`config.mk`:
```
export PLATFORM = sky130hd
export DESIGN_NAME = timer_display_scan
export DESIGN_NICKNAME = d
export VERILOG_FILES = /design/src/rtl/timer_disp_pkg.sv /design/src/rtl/bcd_seg_decode.sv /design/src/rtl/timer_display_scan.sv
export SDC_FILE = /design/constraint.sdc
export NUM_CORES = 1
export LEC_CHECK = 0
export BUFFER_PORTS_ARGS = -buffer_cell sky130_fd_sc_hd__buf_2
export CORE_MARGIN = 1.5
export CORE_UTILIZATION = 60
export CTS_BUF_LIST = sky130_fd_sc_hd__clkbuf_4 sky130_fd_sc_hd__clkbuf_8
export CTS_CLUSTER_DIAMETER = 60
export DETAILED_ROUTE_END_ITERATION = 12
export PLACE_DENSITY = 0.79
export SETUP_SLACK_MARGIN = 0.1
export SYNTH_ARGS = -nofsm -noshare
export SYNTH_HDL_FRONTEND = slang
export SYNTH_SLANG_ARGS = --single-unit
```
`constraint.sdc`:
```
create_clock -name clk -period 2.6 [get_ports clk]
set_input_delay 0.26 -clock clk [delete_from_list [all_inputs] [get_ports clk]]
set_output_delay 0.26 -clock clk [all_outputs]
set_load 0.005 [all_outputs]
```
`src/rtl/timer_disp_pkg.sv`:
```
// Shared types and seven-segment constants for the timer display scanner.
package timer_disp_pkg;

  typedef enum logic [1:0] {IDLE, CONV_MIN, CONV_SEC, COMMIT} conv_state_t;

  typedef logic [3:0] bcd_t;

  localparam logic [6:0] SEG_BLANK = 7'h00;

  // Segment patterns {g,f,e,d,c,b,a}; element 9 is the leftmost entry.
  localparam logic [9:0][6:0] SEG_LUT = {
    7'h6F, 7'h7F, 7'h07, 7'h7D, 7'h6D,
    7'h66, 7'h4F, 7'h5B, 7'h06, 7'h3F
  };

endpackage

```
`src/rtl/bcd_seg_decode.sv`:
```
// Combinational BCD digit to seven-segment pattern; non-decimal codes go blank.
module bcd_seg_decode
  import timer_disp_pkg::*;
(
  input  bcd_t       bcd,
  output logic [6:0] seg
);

  always_comb begin
    seg = SEG_BLANK;
    if (bcd <= 4'd9) seg = SEG_LUT[bcd];
  end

endmodule

```
`src/rtl/timer_display_scan.sv`:
```
// Converts the packed mm:ss timer value to BCD and scans it onto a 4-digit
// multiplexed seven-segment display with colon point and time-up blinking.
module timer_display_scan
  import timer_disp_pkg::*;
#(
  parameter int SCAN_DIV     = 1000,
  parameter int BLINK_FRAMES = 64
) (
  input  logic        clk,
  input  logic        nrst,
  input  logic [11:0] timer_in,
  input  logic        time_up,
  input  logic        enable,
  output logic [6:0]  seg,
  output logic [3:0]  digit_en,
  output logic        dp,
  output logic        busy
);

  localparam logic [15:0] PRES_LAST  = 16'(SCAN_DIV - 1);
  localparam logic [7:0]  FRAME_LAST = 8'(BLINK_FRAMES - 1);

  conv_state_t state, state_nxt;
  logic [11:0] captured;
  logic [5:0]  work;
  logic [2:0]  tens;
  bcd_t        min_tens_s, min_ones_s, sec_tens_s, sec_ones_s;
  bcd_t        disp [4];

  logic [15:0] pres;
  logic [1:0]  idx;
  logic        frame_end;
  logic [7:0]  frame_cnt;
  logic        blink_on;
  logic [6:0]  seg_dec;

  // ---- conversion FSM: state register ----
  always_ff @(posedge clk or negedge nrst) begin
    if (!nrst) state <= IDLE;
    else       state <= state_nxt;
  end

  // ---- conversion FSM: next state ----
  always_comb begin
    state_nxt = state;
    case (state)
      IDLE:     if (timer_in != captured) state_nxt = CONV_MIN;
      CONV_MIN: if (work < 6'd10)         state_nxt = CONV_SEC;
      CONV_SEC: if (work < 6'd10)         state_nxt = COMMIT;
      COMMIT:                             state_nxt = IDLE;
      default:                            state_nxt = IDLE;
    endcase
  end

  // ---- conversion FSM: outputs ----
  always_comb begin
    busy = (state != IDLE);
  end

  // Repeated subtraction; staged digits only reach the display in COMMIT so a
  // half-converted value is never scanned out.
  always_ff @(posedge clk or negedge nrst) begin
    if (!nrst) begin
      captured   <= '0;
      work       <= '0;
      tens       <= '0;
      min_tens_s <= '0;
      min_ones_s <= '0;
      sec_tens_s <= '0;
      sec_ones_s <= '0;
      for (int i = 0; i < 4; i++) disp[i] <= '0;
    end else begin
      case (state)
        IDLE: begin
          if (timer_in != captured) begin
            captured <= timer_in;
            work     <= timer_in[11:6];
            tens     <= '0;
          end
        end
        CONV_MIN: begin
          if (work >= 6'd10) begin
            work <= work - 6'd10;
            tens <= tens + 3'd1;
          end else begin
            min_tens_s <= {1'b0, tens};
            min_ones_s <= work[3:0];
            work       <= captured[5:0];
            tens       <= '0;
          end
        end
        CONV_SEC: begin
          if (work >= 6'd10) begin
            work <= work - 6'd10;
            tens <= tens + 3'd1;
          end else begin
            sec_tens_s <= {1'b0, tens};
            sec_ones_s <= work[3:0];
          end
        end
        COMMIT: begin
          disp[0] <= sec_ones_s;
          disp[1] <= sec_tens_s;
          disp[2] <= min_ones_s;
          disp[3] <= min_tens_s;
        end
        default: ;
      endcase
    end
  end

  // ---- scan prescaler and digit index ----
  always_ff @(posedge clk or negedge nrst) begin
    if (!nrst) begin
      pres <= '0;
      idx  <= '0;
    end else if (pres == PRES_LAST) begin
      pres <= '0;
      idx  <= idx + 2'd1;
    end else begin
      pres <= pres + 16'd1;
    end
  end

  assign frame_end = (pres == PRES_LAST) && (idx == 2'd3);

  // ---- blink phase, frozen on while the timer is still running ----
  always_ff @(posedge clk or negedge nrst) begin
    if (!nrst) begin
      frame_cnt <= '0;
      blink_on  <= 1'b1;
    end else if (!time_up) begin
      frame_cnt <= '0;
      blink_on  <= 1'b1;
    end else if (frame_end) begin
      if (frame_cnt == FRAME_LAST) begin
        frame_cnt <= '0;
        blink_on  <= ~blink_on;
      end else begin
        frame_cnt <= frame_cnt + 8'd1;
      end
    end
  end

  bcd_seg_decode u_dec (
    .bcd (disp[idx]),
    .seg (seg_dec)
  );

  // ---- registered display drive ----
  always_ff @(posedge clk or negedge nrst) begin
    if (!nrst) begin
      seg      <= SEG_BLANK;
      digit_en <= '0;
      dp       <= 1'b0;
    end else if (!enable || !blink_on) begin
      seg      <= SEG_BLANK;
      digit_en <= '0;
      dp       <= 1'b0;
    end else begin
      digit_en <= 4'b0001 << idx;
      dp       <= (idx == 2'd2);
      seg      <= (idx == 2'd3 && disp[3] == 4'd0) ? SEG_BLANK : seg_dec;
    end
  end

endmodule

```
==> metrics.txt <==
# TYPE chip_impl_metric gauge
chip_impl_metric{name="detail_route.vias_per_cell",unit=""} 5.767
chip_impl_metric{name="setup_viol",unit=""} 0
chip_impl_metric{name="drive_gt1_share",unit="%"} 24.40
chip_impl_info{name="synthTopCellsByCount",value="dfrtp_1 (88), mux2_2 (38), nand2_1 (25), ha_1 (20), xnor2_1 (20)"} 1
chip_impl_info{name="cts_tree",value="done"} 1
chip_impl_metric{name="synthDominantCellAreaShare",unit="%"} 50.82
chip_impl_info{name="worstReg2RegEnd",value="seg[4]"} 1
chip_impl_metric{name="power.ir.vdd_worst",unit="mV"} 0.7990
chip_impl_metric{name="power.static_leakage",unit="nW"} 2.274
chip_impl_metric{name="post-route-period-util",unit="%"} 88.53
chip_impl_metric{name="slew_viol_final",unit=""} 0
chip_impl_metric{name="post_synth_fa_ha_maj_area_fraction",unit="%"} 5.775
chip_impl_metric{name="synth-edff-count",unit=""} 0
chip_impl_metric{name="synthMuxAreaShare",unit="%"} 12.53
chip_impl_metric{name="insertedDiodeCount",unit=""} 0
chip_impl_metric{name="critPathRequiredTime",unit="ns"} 2.86
chip_impl_metric{name="initial_utilization",unit="%"} 62.74
chip_impl_metric{name="globalRouteOverflowTotal",unit=""} 0
chip_impl_metric{name="vias_in_the_first_global_route",unit=""} 2899
chip_impl_metric{name="yosys.area_share.xor_xnor",unit="%"} 6.064
chip_impl_info{name="synth_top_family_by_area",value="simple AND/OR/NAND/NOR gates"} 1
chip_impl_info{name="synthDominantAreaCellType",value="dfrtp_1"} 1
chip_impl_info{name="synthTopCellsByArea",value="dfrtp_1 (51%), mux2_2 (9.9%), ha_1 (5.8%)"} 1
chip_impl_metric{name="synth-seq-cells",unit=""} 89
chip_impl_metric{name="ant_nets",unit=""} 0
chip_impl_metric{name="detail_route.wirelength",unit="mm"} 7.940
chip_impl_metric{name="drt_pre_antenna_iters",unit=""} 4
chip_impl_metric{name="numPlacedInstances",unit=""} 497
chip_impl_metric{name="yosysSeqAreaShare",unit="%"} 51.43
chip_impl_info{name="post-synth-top-count-cell",value="dfrtp_1"} 1
chip_impl_info{name="clk_root_buffer_cell",value="clkbuf_8"} 1
chip_impl_metric{name="io_pins",unit=""} 29
chip_impl_metric{name="first_pass_grt_wire_length",unit="mm"} 13.49
chip_impl_metric{name="cts_buffers",unit=""} 9
chip_impl_metric{name="postPlaceCellArea",unit="mm^2"} 0.004622
chip_impl_metric{name="synth-compound-area-share",unit="%"} 8.085
chip_impl_metric{name="initialDrtViolationCount",unit=""} 121
chip_impl_metric{name="area_of_the_core",unit="mm^2"} 0.006907
chip_impl_metric{name="syn-num-nets",unit=""} 412
chip_impl_info{name="worst_hold_path_type",value="input port to register"} 1
chip_impl_metric{name="dp_wirelength",unit="mm"} 5.580
chip_impl_metric{name="hold_viol_final",unit=""} 0
chip_impl_metric{name="total_power",unit="W"} 0.005108
chip_impl_metric{name="period_needed",unit="ns"} 2.302
chip_impl_metric{name="portBuffers",unit=""} 28
chip_impl_metric{name="worstSkewPairLatency",unit="ns"} 0.36
chip_impl_metric{name="worstHoldPathCells",unit=""} 2
chip_impl_metric{name="crit_path_max_fanout",unit=""} 9
chip_impl_info{name="post_synth_top_flop",value="dfrtp_1"} 1
chip_impl_metric{name="floorplan.die.height",unit="um"} 87.98
chip_impl_info{name="reg2reg_from",value="idx[0]"} 1
chip_impl_metric{name="post_cts.repair.setup_buffers",unit=""} 0
chip_impl_metric{name="cts_sinks",unit=""} 89
chip_impl_metric{name="grt_max_degree",unit=""} 52
chip_impl_metric{name="cts.repair.resized",unit=""} 0
chip_impl_metric{name="final_area",unit="mm^2"} 0.004872
chip_impl_metric{name="layout.nets",unit=""} 449
chip_impl_metric{name="drv_cap",unit=""} 0
chip_impl_metric{name="p_per_area",unit="mW/mm^2"} 1048
chip_impl_metric{name="instances_no_fill",unit=""} 514
chip_impl_metric{name="worst_pin_slew",unit="ns"} 0.6377
chip_impl_metric{name="antenna_found_initial",unit=""} 0
chip_impl_metric{name="netlist_area",unit="mm^2"} 0.004333
chip_impl_info{name="worst-setup-path-type",value="register to register"} 1
chip_impl_metric{name="clock.fmax",unit="MHz"} 434.4
chip_impl_info{name="cp-end-kind",value="register"} 1
chip_impl_metric{name="ff2ff_path_depth",unit=""} 7
chip_impl_metric{name="die_width",unit="um"} 87.98
chip_impl_metric{name="detailed_route_wire_length_per_cell",unit="um"} 15.45
chip_impl_info{name="unrepaired_setup_endpoints_after_global_routing",value="no"} 1
chip_impl_metric{name="clock-skew-final",unit="ns"} 0.009298
chip_impl_metric{name="reg2reg_setup_slack",unit="ns"} 0.30
chip_impl_metric{name="setup_total_negative_slack",unit="ns"} 0
chip_impl_metric{name="synth-async-reset-ratio",unit="%"} 100.0
chip_impl_metric{name="ys_types",unit=""} 50
chip_impl_metric{name="design.die.area",unit="mm^2"} 0.007740
chip_impl_metric{name="core.rowCount",unit=""} 30
chip_impl_info{name="hold_path_end",value="blink_on"} 1
chip_impl_info{name="critical_path.startpoint_type",value="register"} 1
chip_impl_metric{name="slew_headroom",unit="%"} 56.93
chip_impl_metric{name="clk_pin_slew",unit="ns"} 0.09
chip_impl_metric{name="synth_warnings",unit=""} 0
chip_impl_metric{name="grt_util_all_layers",unit="%"} 22.76
chip_impl_info{name="run_status",value="finished, final reports clean"} 1
chip_impl_metric{name="globalplace.congestion",unit=""} 0.8440
chip_impl_metric{name="areaGrowthSynthToFinish",unit="%"} 12.45
chip_impl_metric{name="synth-simple-area-share",unit="%"} 13.75
chip_impl_info{name="min-delay-start",value="time_up"} 1
chip_impl_metric{name="post_synth.cell_area_avg",unit="um^2"} 11.52
chip_impl_metric{name="detail_route.drc_violations",unit=""} 0
chip_impl_metric{name="ctsLongestPathBuffers",unit=""} 2
chip_impl_metric{name="post_route_hold_slack",unit="ns"} 0.1561
chip_impl_metric{name="postCtsHoldBufs",unit=""} 1
chip_impl_metric{name="netlist_instances",unit=""} 376
chip_impl_metric{name="dr_total_vias",unit=""} 2964
chip_impl_metric{name="cts_htree_levels",unit=""} 3
chip_impl_metric{name="arrival",unit="ns"} 2.57
[how the worst max path moves through the flow]
| stage | to | startpoint | cells after the start |
|---|---|---|---|
| 2_1_floorplan | seg[4] | idx[0] | 8 |
| 3_3_place_gp | seg[4] | idx[0] | 7 |
| 3_5_place_dp | seg[4] | idx[0] | 7 |
| 4_1_cts | seg[4] | idx[0] | 7 |
| 5_1_grt | seg[4] | idx[0] | 7 |
| 6_report | seg[4] | idx[0] | 7 |
[where the power goes]
group / internal [W] / total [W] / switching (W)
Sequential: 0.00180 / 0.00208 / 0.000287
Clock: 0.000638 / 0.00113 / 0.000496
Combinational: 0.000930 / 0.00189 / 0.000962
[routing by layer]
metal | track usage (%) | routed length (um) | up-vias
met5 | 0 | 0 | -
met4 | 10.53 | 184 | 0
met3 | 3.205 | 226 | 15
met2 | 38.03 | 3965 | 60
met1 | 29.38 | 3563 | 1481
li1 | - | - | 1408
[layout by cell type, fill, tap and decap left out, types with 3 or more instances in the layout]
cell type / instances
xor2_1: 10
buf_4: 8
bufinv_16: 3
mux2_2: 38
mux2i_1: 7
nor2_1: 18
inv_1: 15
xnor2_1: 20
and3_1: 11
a21oi_1: 9
buf_2: 27
o31ai_1: 5
nand3_1: 19
o21ai_0: 18
or2_2: 3
nand2_1: 25
nand4_1: 6
and2_1: 4
dfrtp_1: 88
ha_1: 20
clkbuf_8: 9
nor3_1: 4
[critical path, stage by stage (launching register included)]
cell and delay [ns]:
dfrtp_1 0.55, mux4_2 0.60, inv_1 0.15, ha_1 0.18, nor2_1 0.04, o21ai_0 0.13, nand4_1 0.27, a221oi_1 0.28
[sequential cells by signal, indices dropped and copies added (netlist names), 4 cells and up]
name	flops
work	6
captured	12
frame_cnt	8
pres	16
disp	14
digit_en	4
min_ones_s	4
seg	7
sec_ones_s	4
[final cells by class]
type / instances / area, um^2
sequential: 89 / 2228
fill: 514 / 2034
multi-input combinational: 261 / 2002
timing repair buffer: 37 / 225.2
clock buffer: 9 / 123.9
tap: 96 / 120.1
clock inverter: 7 / 116.4
inverter: 15 / 56.30
[cell families after synthesis]
group / after synthesis
buffers and inverters: 26
AOI/OAI and AO/OA: 54
adders and majority gates: 20
xor gates and xnor gates: 30
and+or+nand+nor: 110
DFF: 89
muxes: 47
[per-stage QoR]
step	util [%]	worst slack [ns]
2_1_floorplan	-	0.3886
3_3_place_gp	66.92	0.3892
3_5_place_dp	66.92	0.3081
4_1_cts	70.54	0.2957
5_1_grt	70.54	0.1322
6_report	70.54	0.2982
Note: power is estimated with default switching activity, not from simulation.
